## config.mk

```make
export PLATFORM = sky130hd
export DESIGN_NAME = jace_ps2_keyboard
export DESIGN_NICKNAME = d
export VERILOG_FILES = /design/src/rtl/jace_ps2_keyboard.sv
export SDC_FILE = /design/constraint.sdc
export NUM_CORES = 1
export LEC_CHECK = 0
export CAP_MARGIN = 0
export CORE_MARGIN = 10
export CORE_UTILIZATION = 40
export CTS_BUF_LIST = sky130_fd_sc_hd__clkbuf_8
export CTS_CLUSTER_SIZE = 10
export DETAILED_ROUTE_END_ITERATION = 10
export GPL_TIMING_DRIVEN = 0
export PLACE_DENSITY = 0.63
export RECOVER_POWER = 25
export SYNTH_ARGS = -nofsm -noshare
export SYNTH_HDL_FRONTEND = slang
export SYNTH_SLANG_ARGS = --single-unit
export TNS_END_PERCENT = 1
```

## constraint.sdc

```tcl
create_clock -name clk -period 4.7 [get_ports clk]
set_input_delay 0.705 -clock clk [delete_from_list [all_inputs] [get_ports clk]]
set_output_delay 0.705 -clock clk [all_outputs]
set_load 0.01 [all_outputs]
```

## src/rtl/jace_ps2_keyboard.sv

```systemverilog
// PS/2 set-2 keyboard front end for the Jupiter Ace.
// Receives scan-code frames, tracks make/break/extended prefixes and keeps
// the 8x5 key matrix that the Ace reads back on an I/O read of port FE.
//
// Receiver FSM
//   state     | meaning
//   RX_IDLE   | waiting for a start bit (sampled 0)
//   RX_DATA   | shifting in 8 data bits, LSB first
//   RX_PARITY | sampling the odd-parity bit
//   RX_STOP   | sampling the stop bit, then strobe code or error
//
// Decoder FSM
//   state     | meaning
//   DEC_NORM  | no prefix pending
//   DEC_BRK   | F0 seen, next key byte is a release
//   DEC_EXT   | E0 seen, next key byte is an extended make
//   DEC_EXTBRK| E0 F0 seen, next key byte is an extended release
module jace_ps2_keyboard #(
    parameter int TIMEOUT_CYCLES = 25000,
    parameter int FILTER_LEN     = 4
) (
    input  logic       clk,
    input  logic       rst_n,
    input  logic       ps2_clk,
    input  logic       ps2_data,
    input  logic [7:0] row_sel_n,
    output logic [4:0] kbdcols,
    output logic [7:0] code,
    output logic       code_valid,
    output logic       frame_err
);

    localparam int FW = $clog2(FILTER_LEN + 1);
    localparam int TW = $clog2(TIMEOUT_CYCLES + 1);

    typedef enum logic [1:0] {
        RX_IDLE,
        RX_DATA,
        RX_PARITY,
        RX_STOP
    } rx_state_t;

    typedef enum logic [1:0] {
        DEC_NORM,
        DEC_BRK,
        DEC_EXT,
        DEC_EXTBRK
    } dec_state_t;

    logic          clk_s1;
    logic          clk_s2;
    logic          dat_s1;
    logic          dat_s2;
    logic          clk_filt;
    logic [FW-1:0] filt_cnt;
    logic          ps2_fall;

    rx_state_t     rx_state;
    logic [2:0]    bit_cnt;
    logic [7:0]    shreg;
    logic          par_ok;
    logic [TW-1:0] to_cnt;

    dec_state_t    dec_state;
    logic [39:0]   matrix;
    logic          key_ext;
    logic [6:0]    key_map;

    // Scan code to matrix index (row*5 + col); bit 6 flags a mapped key.
    function automatic logic [6:0] map_key(input logic ext, input logic [7:0] sc);
        logic [6:0] m;
        m = 7'd0;
        if (ext) begin
            if (sc == 8'h14) m = {1'b1, 6'd1};
        end else begin
            case (sc)
                8'h12, 8'h59: m = {1'b1, 6'd0};   // SHIFT
                8'h14:        m = {1'b1, 6'd1};   // SYMSHIFT
                8'h1A:        m = {1'b1, 6'd2};   // Z
                8'h22:        m = {1'b1, 6'd3};   // X
                8'h21:        m = {1'b1, 6'd4};   // C
                8'h1C:        m = {1'b1, 6'd5};   // A
                8'h1B:        m = {1'b1, 6'd6};   // S
                8'h23:        m = {1'b1, 6'd7};   // D
                8'h2B:        m = {1'b1, 6'd8};   // F
                8'h34:        m = {1'b1, 6'd9};   // G
                8'h15:        m = {1'b1, 6'd10};  // Q
                8'h1D:        m = {1'b1, 6'd11};  // W
                8'h24:        m = {1'b1, 6'd12};  // E
                8'h2D:        m = {1'b1, 6'd13};  // R
                8'h2C:        m = {1'b1, 6'd14};  // T
                8'h16:        m = {1'b1, 6'd15};  // 1
                8'h1E:        m = {1'b1, 6'd16};  // 2
                8'h26:        m = {1'b1, 6'd17};  // 3
                8'h25:        m = {1'b1, 6'd18};  // 4
                8'h2E:        m = {1'b1, 6'd19};  // 5
                8'h45:        m = {1'b1, 6'd20};  // 0
                8'h46:        m = {1'b1, 6'd21};  // 9
                8'h3E:        m = {1'b1, 6'd22};  // 8
                8'h3D:        m = {1'b1, 6'd23};  // 7
                8'h36:        m = {1'b1, 6'd24};  // 6
                8'h4D:        m = {1'b1, 6'd25};  // P
                8'h44:        m = {1'b1, 6'd26};  // O
                8'h43:        m = {1'b1, 6'd27};  // I
                8'h3C:        m = {1'b1, 6'd28};  // U
                8'h35:        m = {1'b1, 6'd29};  // Y
                8'h5A:        m = {1'b1, 6'd30};  // ENTER
                8'h4B:        m = {1'b1, 6'd31};  // L
                8'h42:        m = {1'b1, 6'd32};  // K
                8'h3B:        m = {1'b1, 6'd33};  // J
                8'h33:        m = {1'b1, 6'd34};  // H
                8'h29:        m = {1'b1, 6'd35};  // SPACE
                8'h3A:        m = {1'b1, 6'd36};  // M
                8'h31:        m = {1'b1, 6'd37};  // N
                8'h32:        m = {1'b1, 6'd38};  // B
                8'h2A:        m = {1'b1, 6'd39};  // V
                default:      m = 7'd0;
            endcase
        end
        return m;
    endfunction

    // Two-flop synchronisers on both pins, then a glitch filter on the clock.
    always_ff @(posedge clk or negedge rst_n) begin
        if (!rst_n) begin
            clk_s1   <= 1'b1;
            clk_s2   <= 1'b1;
            dat_s1   <= 1'b1;
            dat_s2   <= 1'b1;
            clk_filt <= 1'b1;
            filt_cnt <= '0;
        end else begin
            clk_s1 <= ps2_clk;
            clk_s2 <= clk_s1;
            dat_s1 <= ps2_data;
            dat_s2 <= dat_s1;
            if (clk_s2 == clk_filt) begin
                filt_cnt <= '0;
            end else if (filt_cnt == FW'(FILTER_LEN - 1)) begin
                clk_filt <= clk_s2;
                filt_cnt <= '0;
            end else begin
                filt_cnt <= filt_cnt + FW'(1);
            end
        end
    end

    // The filtered clock is about to drop: this is the data sampling point.
    assign ps2_fall = clk_filt && !clk_s2 && (filt_cnt == FW'(FILTER_LEN - 1));

    // Frame receiver with an idle timeout that abandons partial frames.
    always_ff @(posedge clk or negedge rst_n) begin
        if (!rst_n) begin
            rx_state   <= RX_IDLE;
            bit_cnt    <= 3'd0;
            shreg      <= 8'h00;
            par_ok     <= 1'b0;
            to_cnt     <= '0;
            code       <= 8'h00;
            code_valid <= 1'b0;
            frame_err  <= 1'b0;
        end else begin
            code_valid <= 1'b0;
            frame_err  <= 1'b0;
            if (ps2_fall) begin
                to_cnt <= '0;
                case (rx_state)
                    RX_IDLE: begin
                        if (!dat_s2) begin
                            rx_state <= RX_DATA;
                            bit_cnt  <= 3'd0;
                        end
                    end
                    RX_DATA: begin
                        shreg   <= {dat_s2, shreg[7:1]};
                        bit_cnt <= bit_cnt + 3'd1;
                        if (bit_cnt == 3'd7) rx_state <= RX_PARITY;
                    end
                    RX_PARITY: begin
                        par_ok   <= (^shreg) ^ dat_s2;
                        rx_state <= RX_STOP;
                    end
                    RX_STOP: begin
                        if (dat_s2 && par_ok) begin
                            code       <= shreg;
                            code_valid <= 1'b1;
                        end else begin
                            frame_err  <= 1'b1;
                        end
                        rx_state <= RX_IDLE;
                    end
                    default: rx_state <= RX_IDLE;
                endcase
            end else if (rx_state == RX_IDLE) begin
                to_cnt <= '0;
            end else if (to_cnt == TW'(TIMEOUT_CYCLES - 1)) begin
                to_cnt    <= '0;
                rx_state  <= RX_IDLE;
                frame_err <= 1'b1;
            end else begin
                to_cnt <= to_cnt + TW'(1);
            end
        end
    end

    // Lookup uses the prefix state so E0-prefixed bytes only hit right ctrl.
    always_comb begin
        key_ext = (dec_state == DEC_EXT) || (dec_state == DEC_EXTBRK);
        key_map = map_key(key_ext, code);
    end

    // Prefix decoder and key matrix; repeats and stray releases are idempotent.
    always_ff @(posedge clk or negedge rst_n) begin
        if (!rst_n) begin
            dec_state <= DEC_NORM;
            matrix    <= 40'd0;
        end else if (frame_err) begin
            dec_state <= DEC_NORM;
        end else if (code_valid) begin
            case (dec_state)
                DEC_NORM: begin
                    if (code == 8'hF0) begin
                        dec_state <= DEC_BRK;
                    end else if (code == 8'hE0) begin
                        dec_state <= DEC_EXT;
                    end else begin
                        if (key_map[6]) matrix[key_map[5:0]] <= 1'b1;
                        dec_state <= DEC_NORM;
                    end
                end
                DEC_EXT: begin
                    if (code == 8'hF0) begin
                        dec_state <= DEC_EXTBRK;
                    end else begin
                        if (key_map[6]) matrix[key_map[5:0]] <= 1'b1;
                        dec_state <= DEC_NORM;
                    end
                end
                DEC_BRK, DEC_EXTBRK: begin
                    if (key_map[6]) matrix[key_map[5:0]] <= 1'b0;
                    dec_state <= DEC_NORM;
                end
                default: dec_state <= DEC_NORM;
            endcase
        end
    end

    // Column read-back: any selected row with the key down pulls its column low.
    always_comb begin
        kbdcols = 5'b11111;
        for (int c = 0; c < 5; c++) begin
            for (int r = 0; r < 8; r++) begin
                if (matrix[r*5 + c] && !row_sel_n[r]) kbdcols[c] = 1'b0;
            end
        end
    end

endmodule

```

==> results.json <==
{
  "async_flop_share": 1.000,
  "synth_top_family_by_area": "simple AND/OR/NAND/NOR gates",
  "power_leakage_nw": 2.547,
  "p_sw_mw": 0.3081,
  "synthMuxAreaShare": 0.1106,
  "area_delta_synth_final_pct": 12.85,
  "setup_tns_ps": 0,
  "vias": 4430,
  "rr_worst_depth": 9,
  "cap_violations": 1,
  "regArea_um2": 2233,
  "gp_congestion": 0.9374,
  "gr-usage-met3": 0.03702,
  "pre_cts_slack_ps": 1326,
  "drt-total-wl_um": 13600,
  "endpoint_kind": "register",
  "synthXorXnorAreaFrac": 0.03380,
  "grt_use_met2": 0.2399,
  "cts_hold_buf": 0,
  "p_per_area_nw_per_um2": 229.6,
  "tightest_slew_ps": 2289,
  "ant_nets": 0,
  "track_usage": 0.1506,
  "hold_viol": 0,
  "violations": "capacitance limit, slew limit",
  "status": "complete, but fails checks",
  "p_seq_frac": 0.559,
  "ys_seq_area_frac": 0.4104,
  "pwr-share-comb": 0.049,
  "yosys.area_share.simple": 0.2143,
  "cts.htree.levels": 3,
  "synth.avg_cell_area_um2": 9.752,
  "die_h_um": 136.6,
  "initial_core_util": 0.4093,
  "cts_made_buffers": 9,
  "rr_startpoint": "code[1]",
  "cts_buffer_depth": 2,
  "report.final.slew_viol_count": 41,
  "ys_types": 71,
  "cts_tree": "built",
  "diodes": 0,
  "hold_class": "register to register",
  "critical-path-slowest-cell": "a21boi_1",
  "root_buffer": "clkbuf_8",
  "synth-edff-count": 0,
  "io_pins": 27,
  "nets": 623,
  "reg2reg_slack_ps": 1220,
  "dieArea_um2": 18670,
  "drive_above_1_share": 0.1235,
  "fin_crit_sh": 0.7402,
  "ir_drop_mv": 0.2047,
  "worst_slack_ps": 1221,
  "placed_area_um2": 5947,
  "synth.most_common_cell": "dfrtp_1",
  "port_buffers": 26,
  "grt_pass1_vias": 4429,
  "crit_required_ps": 5000,
  "grt_start_max_net_pins": 50,
  "stdcell_area_um2": 6141,
  "fmax_mhz": 287.4,
  "synth_area_leaders": "dfrtp_1 39%, mux2i_1 7.5%, mux2_2 3.5%",
  "worstPathCellList": "inv_1, ha_1, nor2b_1, and3b_1, o31ai_1, nand3_1, a21boi_1, nor3b_1, mux2i_1",
  "syn-cell-area_um2": 5441,
  "multiInputGateArea_um2": 2864,
  "vias_per_cell": 5.716,
  "worstSetupPathType": "register to register",
  "grtUsageMet1": 0.1937,
  "dp_hpwl_um": 9872,
  "drtPass1Iterations": 5,
  "cp-start-kind": "register",
  "num-fill-cells": 1258,
  "coreArea_um2": 13300,
  "period_needed_ps": 3479,
  "cpPeakStageDelay_ps": 640,
  "switching_share": 0.2185,
  "cp.arrival_ps": 3780,
  "p_int_mw": 1.102,
  "ys_ff_latch": 89,
  "drcViolationCount": 0,
  "wire_per_inst_um": 17.54,
  "grt-ovfl-total": 0,
  "cts_resized": 0,
  "syn_nets": 585,
  "synthAdderAreaFrac": 0.03449,
  "setup_viol": 0,
  "grt_busiest_layer": "met2",
  "crit_start": "code[1]",
  "ys.flop_type": "dfrtp_1",
  "synth_top_area_frac": 0.3863,
  "worst_clock_skew_ps": 8.565,
  "final_core_util": 0.4619,
  "rsz0062_at_grt": "false",
  "clkSlewWorstSetupHoldPaths_ps": 90,
  "worst_slew_margin_rel": -0.5262,
  "clock_latency_ps": 370,
  "cts.sinks": 89,
  "first_iter_violations": 459,
  "critPathMaxFanout": 12,
  "rows": 42,
  "synthesis.instances": 558,
  "synth_area_leader_cell": "dfrtp_1",
  "synthTopCellsByCount": "84 x dfrtp_1, 49 x inv_1, 41 x mux2i_1",
  "postCtsSetupRepairBufs": 0,
  "die_width_um": 136.6,
  "yosys_warnings": 0,
  "grt_pass1_wl_um": 22690,
  "synth-compound-area-share": 0.1331,
  "timing.hold.ws_ps": 357.8,
  "p_clk_frac": 0.391,
  "antenna_found_initial": 0
}
==> how the worst min path moves through the flow <==
stage,from,end,depth (start not counted)
2_1_floorplan,clk_s1,clk_s2,0
3_3_place_gp,dat_s1,dat_s2,0
3_5_place_dp,dat_s1,dat_s2,0
4_1_cts,rst_n,to_cnt[12],1
5_1_grt,dat_s1,dat_s2,0
6_report,clk_s1,clk_s2,0
==> power by group through the flow <==
| stage | sequential [mW] | combinational (mW) | clock, mW |
|---|---|---|---|
| 2_1_floorplan | 0.802 | 0.0327 | 0 |
| 3_3_place_gp | 0.803 | 0.0676 | 0 |
| 3_5_place_dp | 0.804 | 0.0723 | 0 |
| 4_1_cts | 0.789 | 0.0726 | 0.571 |
| 5_1_grt | 0.791 | 0.0802 | 0.603 |
| 6_report | 0.789 | 0.0697 | 0.552 |
==> through the flow <==
stage	power [mW]	std cells
after CTS	1.432	775
after floorplan	0.8348	558
after global routing	1.474	775
after global placement	0.8707	760
after detailed placement	0.8764	761
final	1.410	775
==> per-layer routing <==
layer | share of wire | wire (um) | up-vias
li1 | - | - | 2077
met1 | 0.44 | 6026 | 2171
met2 | 0.47 | 6450 | 147
met3 | 0.058 | 789 | 35
met4 | 0.024 | 328 | 0
met5 | 0 | 0 | -
==> cells by family after synthesis <==
| group | after synthesis |
|---|---|
| and+or+nand+nor | 204 |
| AOI/OAI and AO/OA | 93 |
| DFF | 89 |
| buffers and inverters | 78 |
| muxes | 58 |
| xor gates and xnor gates | 21 |
| adders and majority gates | 15 |
==> critical path, delay by kind of cell, from the launching register on <==
kind | cells | cell delay [ps]
adders and majority gates | 1 | 340
and+or+nand+nor | 4 | 1160
AOI/OAI and AO/OA | 2 | 970
muxes | 1 | 200
buffers and inverters | 1 | 210
DFF | 1 | 520
==> layout make-up <==
type                            count  share of cell area
Tap cell                          176             0.03586
Multi-Input combinational cell    391              0.4664
Clock inverter                      5             0.01202
Timing Repair Buffer               27             0.04584
Buffer                             29             0.02608
Clock buffer                        9             0.02017
Inverter                           49             0.02995
Sequential cell                    89              0.3637
==> placed cells by master, fill, tap and decap left out, types with 11 or more instances in the layout <==
cell type	n
nand4_1	18
nand3_1	23
mux2i_1	41
inv_1	50
ha_1	15
xnor2_1	11
o22ai_1	20
mux2_2	17
nor3_1	12
nor2_1	35
dfrtp_1	84
nand2_1	32
clkdlybuf4s50_1	23
o21ai_0	14
nand2b_1	11
clkbuf_1	15
nor2b_1	17
No activity file was read; power rests on OpenSTA's default activity.
